### config.mk
export PLATFORM = sky130hd
export DESIGN_NAME = output_classifier
export DESIGN_NICKNAME = d
export VERILOG_FILES = /design/src/rtl/output_classifier_pkg.sv /design/src/rtl/output_classifier.sv
export SDC_FILE = /design/constraint.sdc
export NUM_CORES = 1
export LEC_CHECK = 0
export BUFFER_PORTS_ARGS = -buffer_cell sky130_fd_sc_hd__buf_2
export CELL_PAD_IN_SITES_DETAIL_PLACEMENT = 0
export CELL_PAD_IN_SITES_GLOBAL_PLACEMENT = 1
export CORE_ASPECT_RATIO = 0.8
export CORE_MARGIN = 2
export CORE_UTILIZATION = 45
export CTS_CLUSTER_DIAMETER = 200
export DETAILED_ROUTE_END_ITERATION = 12
export PLACE_DENSITY_LB_ADDON = 0.1
export SLEW_MARGIN = 20
export SYNTH_ARGS = -nofsm -noshare
export SYNTH_HDL_FRONTEND = slang
export SYNTH_SLANG_ARGS = --single-unit
### constraint.sdc
create_clock -name clock -period 8.3 [get_ports clock]
set_input_delay 2.49 -clock clock [delete_from_list [all_inputs] [get_ports clock]]
set_output_delay 2.49 -clock clock [all_outputs]
set_load 0.03 [all_outputs]
### src/rtl/output_classifier_pkg.sv
// ----------------------------------------------------------------------------
// output_classifier_pkg
// Shared fixed-point definitions for the neural network datapath and its
// consumers.
//   INTEGER_WIDTH / FRACTION_WIDTH : fixed-point format of every neuron value
//   fixed_t                        : signed value with integral/fraction views
//   fixed_gt()                     : signed strictly-greater comparison
//   layer_t / layer_builder()      : description of one network layer
// ----------------------------------------------------------------------------
package output_classifier_pkg;

    localparam int INTEGER_WIDTH  = 8;
    localparam int FRACTION_WIDTH = 8;
    localparam int FIXED_WIDTH    = INTEGER_WIDTH + FRACTION_WIDTH;

    // Bit layout is [INTEGER_WIDTH-1:-FRACTION_WIDTH]; the integral field
    // carries the sign, so the whole vector is a two's-complement number.
    typedef struct packed {
        logic signed [INTEGER_WIDTH-1:0]  integral;
        logic        [FRACTION_WIDTH-1:0] fraction;
    } fixed_t;

    // Packed structs compare unsigned by default; force a signed view.
    function automatic logic fixed_gt(input fixed_t a, input fixed_t b);
        return $signed(a) > $signed(b);
    endfunction

    typedef struct packed {
        int unsigned SIZE;
    } layer_t;

    function automatic layer_t layer_builder(input int unsigned size);
        layer_t l;
        l.SIZE = size;
        return l;
    endfunction

endpackage

### src/rtl/output_classifier.sv
// ----------------------------------------------------------------------------
// output_classifier
// Captures the network result vector on each rising edge of outputs_ready,
// scans it one element per cycle for the largest signed value (lowest index
// wins ties) and offers the winner downstream with a valid/ready handshake.
// Ports:
//   clock, reset       : clock, asynchronous active-high reset
//   outputs_ready      : level, high while outputs holds a valid result
//   outputs[]          : NUM_OUTPUTS fixed-point results
//   class_ready        : downstream accepts the current result
//   class_valid        : result available (DONE state)
//   class_index/value  : index and value of the maximum output
//   busy               : high while scanning or holding a result
//   overrun            : sticky, a new result arrived while not idle
// ----------------------------------------------------------------------------
module output_classifier
    import output_classifier_pkg::*;
#(
    parameter int NUM_OUTPUTS = 10,
    parameter int INDEX_WIDTH = (NUM_OUTPUTS > 1) ? $clog2(NUM_OUTPUTS) : 1
) (
    input  logic                   clock,
    input  logic                   reset,
    input  logic                   outputs_ready,
    input  fixed_t                 outputs [NUM_OUTPUTS],
    input  logic                   class_ready,
    output logic                   class_valid,
    output logic [INDEX_WIDTH-1:0] class_index,
    output fixed_t                 class_value,
    output logic                   busy,
    output logic                   overrun
);

    typedef enum logic [1:0] {
        S_IDLE,
        S_SCAN,
        S_DONE
    } state_t;

    localparam logic [INDEX_WIDTH-1:0] LAST_IDX = INDEX_WIDTH'(NUM_OUTPUTS - 1);

    state_t                 r_state;
    logic                   r_ready_q;
    logic [INDEX_WIDTH-1:0] r_i;
    logic [INDEX_WIDTH-1:0] r_max_idx;
    fixed_t                 r_max_val;
    fixed_t                 r_buf [NUM_OUTPUTS];
    logic                   r_valid;
    logic                   r_busy;
    logic                   r_overrun;

    logic                   w_new_result;
    fixed_t                 w_cand;

    // A level already high when reset releases counts as a new result,
    // because r_ready_q comes out of reset low.
    assign w_new_result = outputs_ready && !r_ready_q;
    assign w_cand       = r_buf[r_i];

    always_ff @(posedge clock or posedge reset) begin
        if (reset) begin
            r_state   <= S_IDLE;
            r_ready_q <= 1'b0;
            r_i       <= '0;
            r_max_idx <= '0;
            r_max_val <= '0;
            r_valid   <= 1'b0;
            r_busy    <= 1'b0;
            r_overrun <= 1'b0;
            for (int k = 0; k < NUM_OUTPUTS; k++) begin
                r_buf[k] <= '0;
            end
        end else begin
            r_ready_q <= outputs_ready;

            // Results arriving while busy are dropped; the buffer is untouched.
            if (w_new_result && (r_state != S_IDLE)) begin
                r_overrun <= 1'b1;
            end

            case (r_state)
                S_IDLE: begin
                    if (w_new_result) begin
                        r_buf     <= outputs;
                        r_max_val <= outputs[0];
                        r_max_idx <= '0;
                        r_i       <= INDEX_WIDTH'(1);
                        r_busy    <= 1'b1;
                        if (NUM_OUTPUTS == 1) begin
                            r_state <= S_DONE;
                            r_valid <= 1'b1;
                        end else begin
                            r_state <= S_SCAN;
                        end
                    end
                end

                S_SCAN: begin
                    // Strictly greater keeps the earliest index on ties.
                    if (fixed_gt(w_cand, r_max_val)) begin
                        r_max_val <= w_cand;
                        r_max_idx <= r_i;
                    end
                    if (r_i == LAST_IDX) begin
                        r_state <= S_DONE;
                        r_valid <= 1'b1;
                    end else begin
                        r_i <= r_i + 1'b1;
                    end
                end

                S_DONE: begin
                    if (class_ready) begin
                        r_state <= S_IDLE;
                        r_valid <= 1'b0;
                        r_busy  <= 1'b0;
                    end
                end

                default: begin
                    r_state <= S_IDLE;
                    r_valid <= 1'b0;
                    r_busy  <= 1'b0;
                end
            endcase
        end
    end

    assign class_valid = r_valid;
    assign class_index = r_max_idx;
    assign class_value = r_max_val;
    assign busy        = r_busy;
    assign overrun     = r_overrun;

endmodule

==> results of run 1 <==
## per-stage QoR
step / instance area [µm²] / hold WS, ns / power [mW] / utilization (%)
floorplan: 8955 / 0.4752 / 3.346 / -
global placement: 10090 / 0.4745 / 3.771 / 51.26
detailed placement: 10090 / 0.4767 / 3.855 / 51.26
CTS: 10700 / 0.4914 / 4.732 / 54.35
global route: 10720 / 0.5201 / 5.000 / 54.48
finish: 10730 / 0.4823 / 4.669 / 54.51
## synthesized netlist by cell type (all sizes together) (3+ instances only)
master / instances
o22ai: 16
mux2i: 65
mux4: 32
nor2: 12
buf: 30
dfrtp: 190
nand2: 8
o21ai: 6
inv: 24
a21oi: 7
ha: 18
mux2: 163
clkbuf: 7
a21o: 3
nand4: 4
## layer usage
metal	global-route usage [%]	wire [µm]
met5	0	13
met4	5.882	323
met1	25.86	8988
met3	5.626	1074
met2	35.34	10300
## flip-flops by register name, summed over array words and instances, names as in the netlist
signal	count
r_buf	160
class_index	4
busy	1
r_ready_q	1
overrun	1
class_value	16
r_state	2
class_valid	1
r_i	4
## critical path: stages (launching register included)
cell and delay, ns:
dfrtp_4 0.90, buf_4 0.47, mux4_2 0.56, mux2i_1 0.18
o22ai_1 0.16, ha_1 0.40, nand4_2 0.16, or4_1 0.61
a21o_1 0.25, a31oi_1 0.18, nand3b_4 0.42, mux2_4 0.34
## power by group through the flow
stage,clock network [mW],registers (mW),logic (mW)
detailed placement,0,1.74,2.11
CTS,0.873,1.73,2.13
finish,0.851,1.72,2.10
floorplan,0,1.67,1.68
global placement,0,1.71,2.06
global route,0.912,1.80,2.29
## layout make-up
cell class | count | area, µm²
antenna | 4 | 10.01
clock buffer | 19 | 452.9
clock inverter | 11 | 156.4
fill | 1706 | 8955
inverter | 24 | 97.59
multi-input combinational | 356 | 3919
sequential | 190 | 4760
tap | 264 | 330.3
timing repair buffer | 194 | 1003
## kinds of logic after synthesis
group | Yosys count | share of synthesized area [%]
AOI/OAI and AO/OA | 38 | 2.641
muxes | 260 | 35.94
adders and majority gates | 18 | 2.515
buffers and inverters | 61 | 3.256
and+or+nand+nor | 38 | 2.361
xor gates and xnor gates | 2 | 0.1956
DFF | 190 | 53.09
## final timing paths
kind	start	to	slack, ns	cells after the start
max reg2reg	r_i[0]$_DFFE_PP0P_	class_index[1]$_DFFE_PP0P_	3.51	11
min in group asynchronous	reset	r_buf[90]$_DFFE_PP0P_	2.21	2
min	overrun$_DFFE_PP0P_	overrun$_DFFE_PP0P_	0.48	1
max in group asynchronous	reset	r_buf[86]$_DFFE_PP0P_	4.71	3
max	r_i[0]$_DFFE_PP0P_	class_index[1]$_DFFE_PP0P_	3.51	11
min reg2reg	overrun$_DFFE_PP0P_	overrun$_DFFE_PP0P_	0.48	1
==> reports/metrics.yaml, run 1 <==
status: "finished clean"
drc: 0
final_nets: 965
combPwrFrac_pct: 44.9
initial_core_util_pct: 45.49
wirelength_um: 20700
timing.final.crit_share_pct: 57.68
via_count: 5562
switching_share_pct: 35.65
die_h_um: 130.2
post_cts_resized: 0
max_freq_mhz: 208.9
cts_max_level: 4
slew_viol_final: 0
rsz0062_at_grt: "no"
crit_path_start_kind: "register"
fin_ws_ns: 3.513
postCtsSetupBuffers: 0
dp_cells: 1027
cts.path.max_buffers: 2
cts.sinks: 190
grt_start_max_net_pins: 138
ys_seq_area_share_pct: 53.09
crit_fanout: 35
ys_top_cells_by_area: "dfrtp_1 53%, mux2_2 20%, mux4_2 8.0%"
grt_pass1_vias: 6133
portBuffers: 186
setup_viol: 0
ys.warnings.count: 0
ys_types: 38
synth.largest_area_cell: "dfrtp_1"
clkPwrFrac_pct: 18.2
antenna_found_initial: 4
pre_cts_ws_ns: 3.038
hold_viol_final: 0
grt_pass1_wl_um: 33040
area_growth_pct: 19.81
pwr-share-seq_pct: 36.8
rows: 46
cp_data_arrival_time_ns: 5.09
synth_seq_cells: 190
ir_drop_mv: 0.2131
synthFlopType: "dfrtp_1"
wl_per_cell_um: 19.49
coreArea_um2: 19680
cts_tree: "built"
final_common_cell: "dfrtp_1"
hp-class: "register to register"
cp-end-kind: "register"
instances_no_fill: 1062
clk_pin_slew_ns: 0.06
synth_edf_count: 0
grt_usage_pct: 20.56
dp_hpwl_um: 14550
clockRootBuffer: "clkbuf_16"
io_pins: 187
mostFrequentLayoutCells: "188 x dfrtp_1, 186 x buf_2, 160 x mux2_2"
cts_hold_buf: 0
synth_top_area_share_pct: 53.09
powerDensity_nw_per_um2: 435.2
maxCapViolCount: 0
cts_made_buffers: 17
syn_area_per_cell_um2: 14.75
mappedNetlistArea_um2: 8955
slew_headroom_pct: 34.80
gr-total-overflow: 0
netlist_instances: 607
power.internal_mw: 3.005
cp.required_ns: 8.60
dieArea_um2: 21050
fin_crit_ns: 4.787
fin_setup_tns_ns: 0
drive_above_1_share_pct: 53.90
fp.dieW_um: 161.7
critPathKind: "register to register"
switchingPower_mw: 1.665
tightest_slew_ns: 0.9780
leakagePower_nw: 5.000
drtIter0Drc: 289
postSynth.asyncResetShare_pct: 100.0
viasPerCell: 5.237
clk_latency_ns: 0.43
place.gp.congestion: 0.7644
ant_nets: 0
synthesis.nets: 789
fin_skew_ns: 0.01501
dr.pass1.iters: 6
Note: power is estimated with default switching activity, not from simulation.
==> run 2, diff against run 1 <==
--- a/config.mk
+++ b/config.mk
@@ -10,7 +10,7 @@
 export CELL_PAD_IN_SITES_GLOBAL_PLACEMENT = 1
 export CORE_ASPECT_RATIO = 0.8
 export CORE_MARGIN = 2
-export CORE_UTILIZATION = 45
+export CORE_UTILIZATION = 41
 export CTS_CLUSTER_DIAMETER = 200
 export DETAILED_ROUTE_END_ITERATION = 12
 export PLACE_DENSITY_LB_ADDON = 0.1
==> constraint.sdc (replaced) <==
create_clock -name clock -period 4.08 [get_ports clock]
set_input_delay 1.224 -clock clock [delete_from_list [all_inputs] [get_ports clock]]
set_output_delay 1.224 -clock clock [all_outputs]
set_load 0.03 [all_outputs]
==> reports/metrics.yaml, run 2 (synthesized netlist as in run 1, its figures left out) <==
critPathKind: "register to register"
min_path_cells: 1  # unchanged
hp-class: "register to register"
rsz0062_at_grt: "no"
slew_viol_final: 0  # unchanged
tightest_slew_ns: 0.9348  # -0.04321 ns
regMostFlops: "r_buf"
status: "finished clean"
io_pins: 187  # unchanged
finalPower_mw: 9.634  # +110%
cts_made_buffers: 17  # unchanged
fin_setup_tns_ns: 0  # unchanged
viasPerCell: 5.205  # -0.62%
ir_drop_mv: 0.4781  # +120%
largest_reg_flops: 160  # unchanged
wirelength_um: 21720  # +4.9%
wl_per_cell_um: 20.02  # +2.7%
setup_viol: 0  # unchanged
cp-end-kind: "register"
max_freq_mhz: 260.4  # +25%
crit_fanout: 14  # -60%
initial_core_util_pct: 41.65  # -3.8 points
drtIter0Drc: 289  # unchanged
ant_nets: 0  # unchanged
fin_crit_ns: 3.840  # -0.9468 ns
antenna_found_initial: 0  # -4
dr.pass1.iters: 4  # -2
cts.path.max_buffers: 2  # unchanged
cp.required_ns: 4.43  # -4.17 ns
hold_viol_final: 0  # unchanged
via_count: 5647  # +1.5%
stdcell_area_um2: 10880  # +1.4%
portBuffers: 186  # unchanged
drc: 0  # unchanged
area_growth_pct: 21.52
dp_hpwl_um: 15940  # +9.5%
cp-startpoint: "r_i[1]$_DFFE_PP0P_"
fp.dieW_um: 169.2  # +4.6%
cts_tree: "built"
grt_usage_pct: 19.80  # -0.76 points
crit_path_start_kind: "register"
ff2ff_path_depth: 12  # +1
dpl_cell_area_um2: 10230  # +1.4%
r2r_start: "r_i[1]$_DFFE_PP0P_"
maxCapViolCount: 0  # unchanged
coreArea_um2: 21500  # +9.2%
cts_max_level: 4  # unchanged
final_common_cell: "dfrtp_1"
slew_headroom_pct: 37.68  # +2.9 points
min_from: "overrun$_DFFE_PP0P_"
drive_above_1_share_pct: 54.81  # +0.91 points
leakagePower_nw: 5.070  # +1.4%
grt_start_max_net_pins: 120  # -13%
grt_pass1_vias: 6276  # +2.3%
clk_latency_ns: 0.44  # about the same
mostFrequentLayoutCells: "188 x dfrtp_1, 186 x buf_2, 160 x mux2_2"
clk_pin_slew_ns: 0.07  # about the same
timing.final.crit_share_pct: 94.13  # +36 points
rows: 48  # +4.3%
place.gp.congestion: 0.8066  # +5.5%
powerDensity_nw_per_um2: 885.3  # +100%
final_nets: 979  # +1.5%
cts.sinks: 190  # unchanged
diodes: 0  # -4
cts_hold_buf: 0  # unchanged
fin_skew_ns: 0.01376  # -0.001254 ns
clockRootBuffer: "clkbuf_16"
grt_pass1_wl_um: 34630  # +4.8%
dieArea_um2: 23050  # +9.5%
gr-total-overflow: 0  # unchanged
die_h_um: 136.2  # +4.6%
cp_data_arrival_time_ns: 4.19  # -0.90 ns
[run 2: power by group]
part | switching [mW] | total [mW] | leakage (nW) | internal, mW
registers | 0.567 | 3.41 | 2.25 | 2.85
clock network | 0.780 | 1.60 | 0.272 | 0.823
logic | 2.17 | 4.62 | 2.55 | 2.45
total | 3.51 | 9.63 | 5.07 | 6.12
[run 2: final cells by class]
class	count	area, µm²
Fill cell	1900	10620
Inverter	24	93.84
Timing Repair Buffer	208	1196
Sequential cell	190	4760
Clock inverter	13	121.4
Clock buffer	19	442.9
Tap cell	275	344.1
Multi-Input combinational cell	356	3924
[run 2: through the flow]
step | hold WS [ns] | util, % | instances | setup slack [ns]
3_3_place_gp | 0.4592 | 47.60 | 1046 | 0.2442
2_1_floorplan | 0.4752 | - | 607 | 0.4075
5_1_grt | 0.5166 | 50.61 | 1085 | 0.03055
4_1_cts | 0.4855 | 50.23 | 1078 | 0.1182
3_5_place_dp | 0.4660 | 47.60 | 1046 | 0.1414
6_report | 0.4757 | 50.61 | 1085 | 0.2396
[run 2: layer usage]
layer	track usage, %	wire (µm)	vias up
li1	-	-	2606
met4	3.989	138	0
met3	4.629	1191	10
met2	33.65	10810	140
met5	0	0	-
met1	26.20	9583	2891
[run 2: worst max-delay path: stages (launching register included)]
cell and delay, ns:
dfrtp_2 0.64, buf_4 0.29, mux4_2 0.34, mux2i_1 0.19, o22ai_1 0.14, ha_1 0.36, nand4_2 0.15, or4_1 0.56
a21o_1 0.20, a31oi_1 0.18, nand3b_4 0.32, buf_12 0.18, mux2i_1 0.19
[run 2: timing repair]
item / in CTS / in global routing
hold endpoints to repair: 0 / 0
buffers inserted: 0 / 7
endpoints found under the setup margin: 0 / 9
gates resized for setup: 0 / 1
[run 2: worst paths after layout]
check / to / slack (ns)
hold / removal: overrun$_DFFE_PP0P_ / 0.48
setup / recovery: class_value[4]$_DFFE_PP0P_ / 0.24
setup reg to reg: class_value[4]$_DFFE_PP0P_ / 0.24
hold reg to reg: overrun$_DFFE_PP0P_ / 0.48
max in group asynchronous: r_i[0]$_DFFE_PP0P_ / 2.23
min in group asynchronous: r_buf[61]$_DFFE_PP0P_ / 0.97
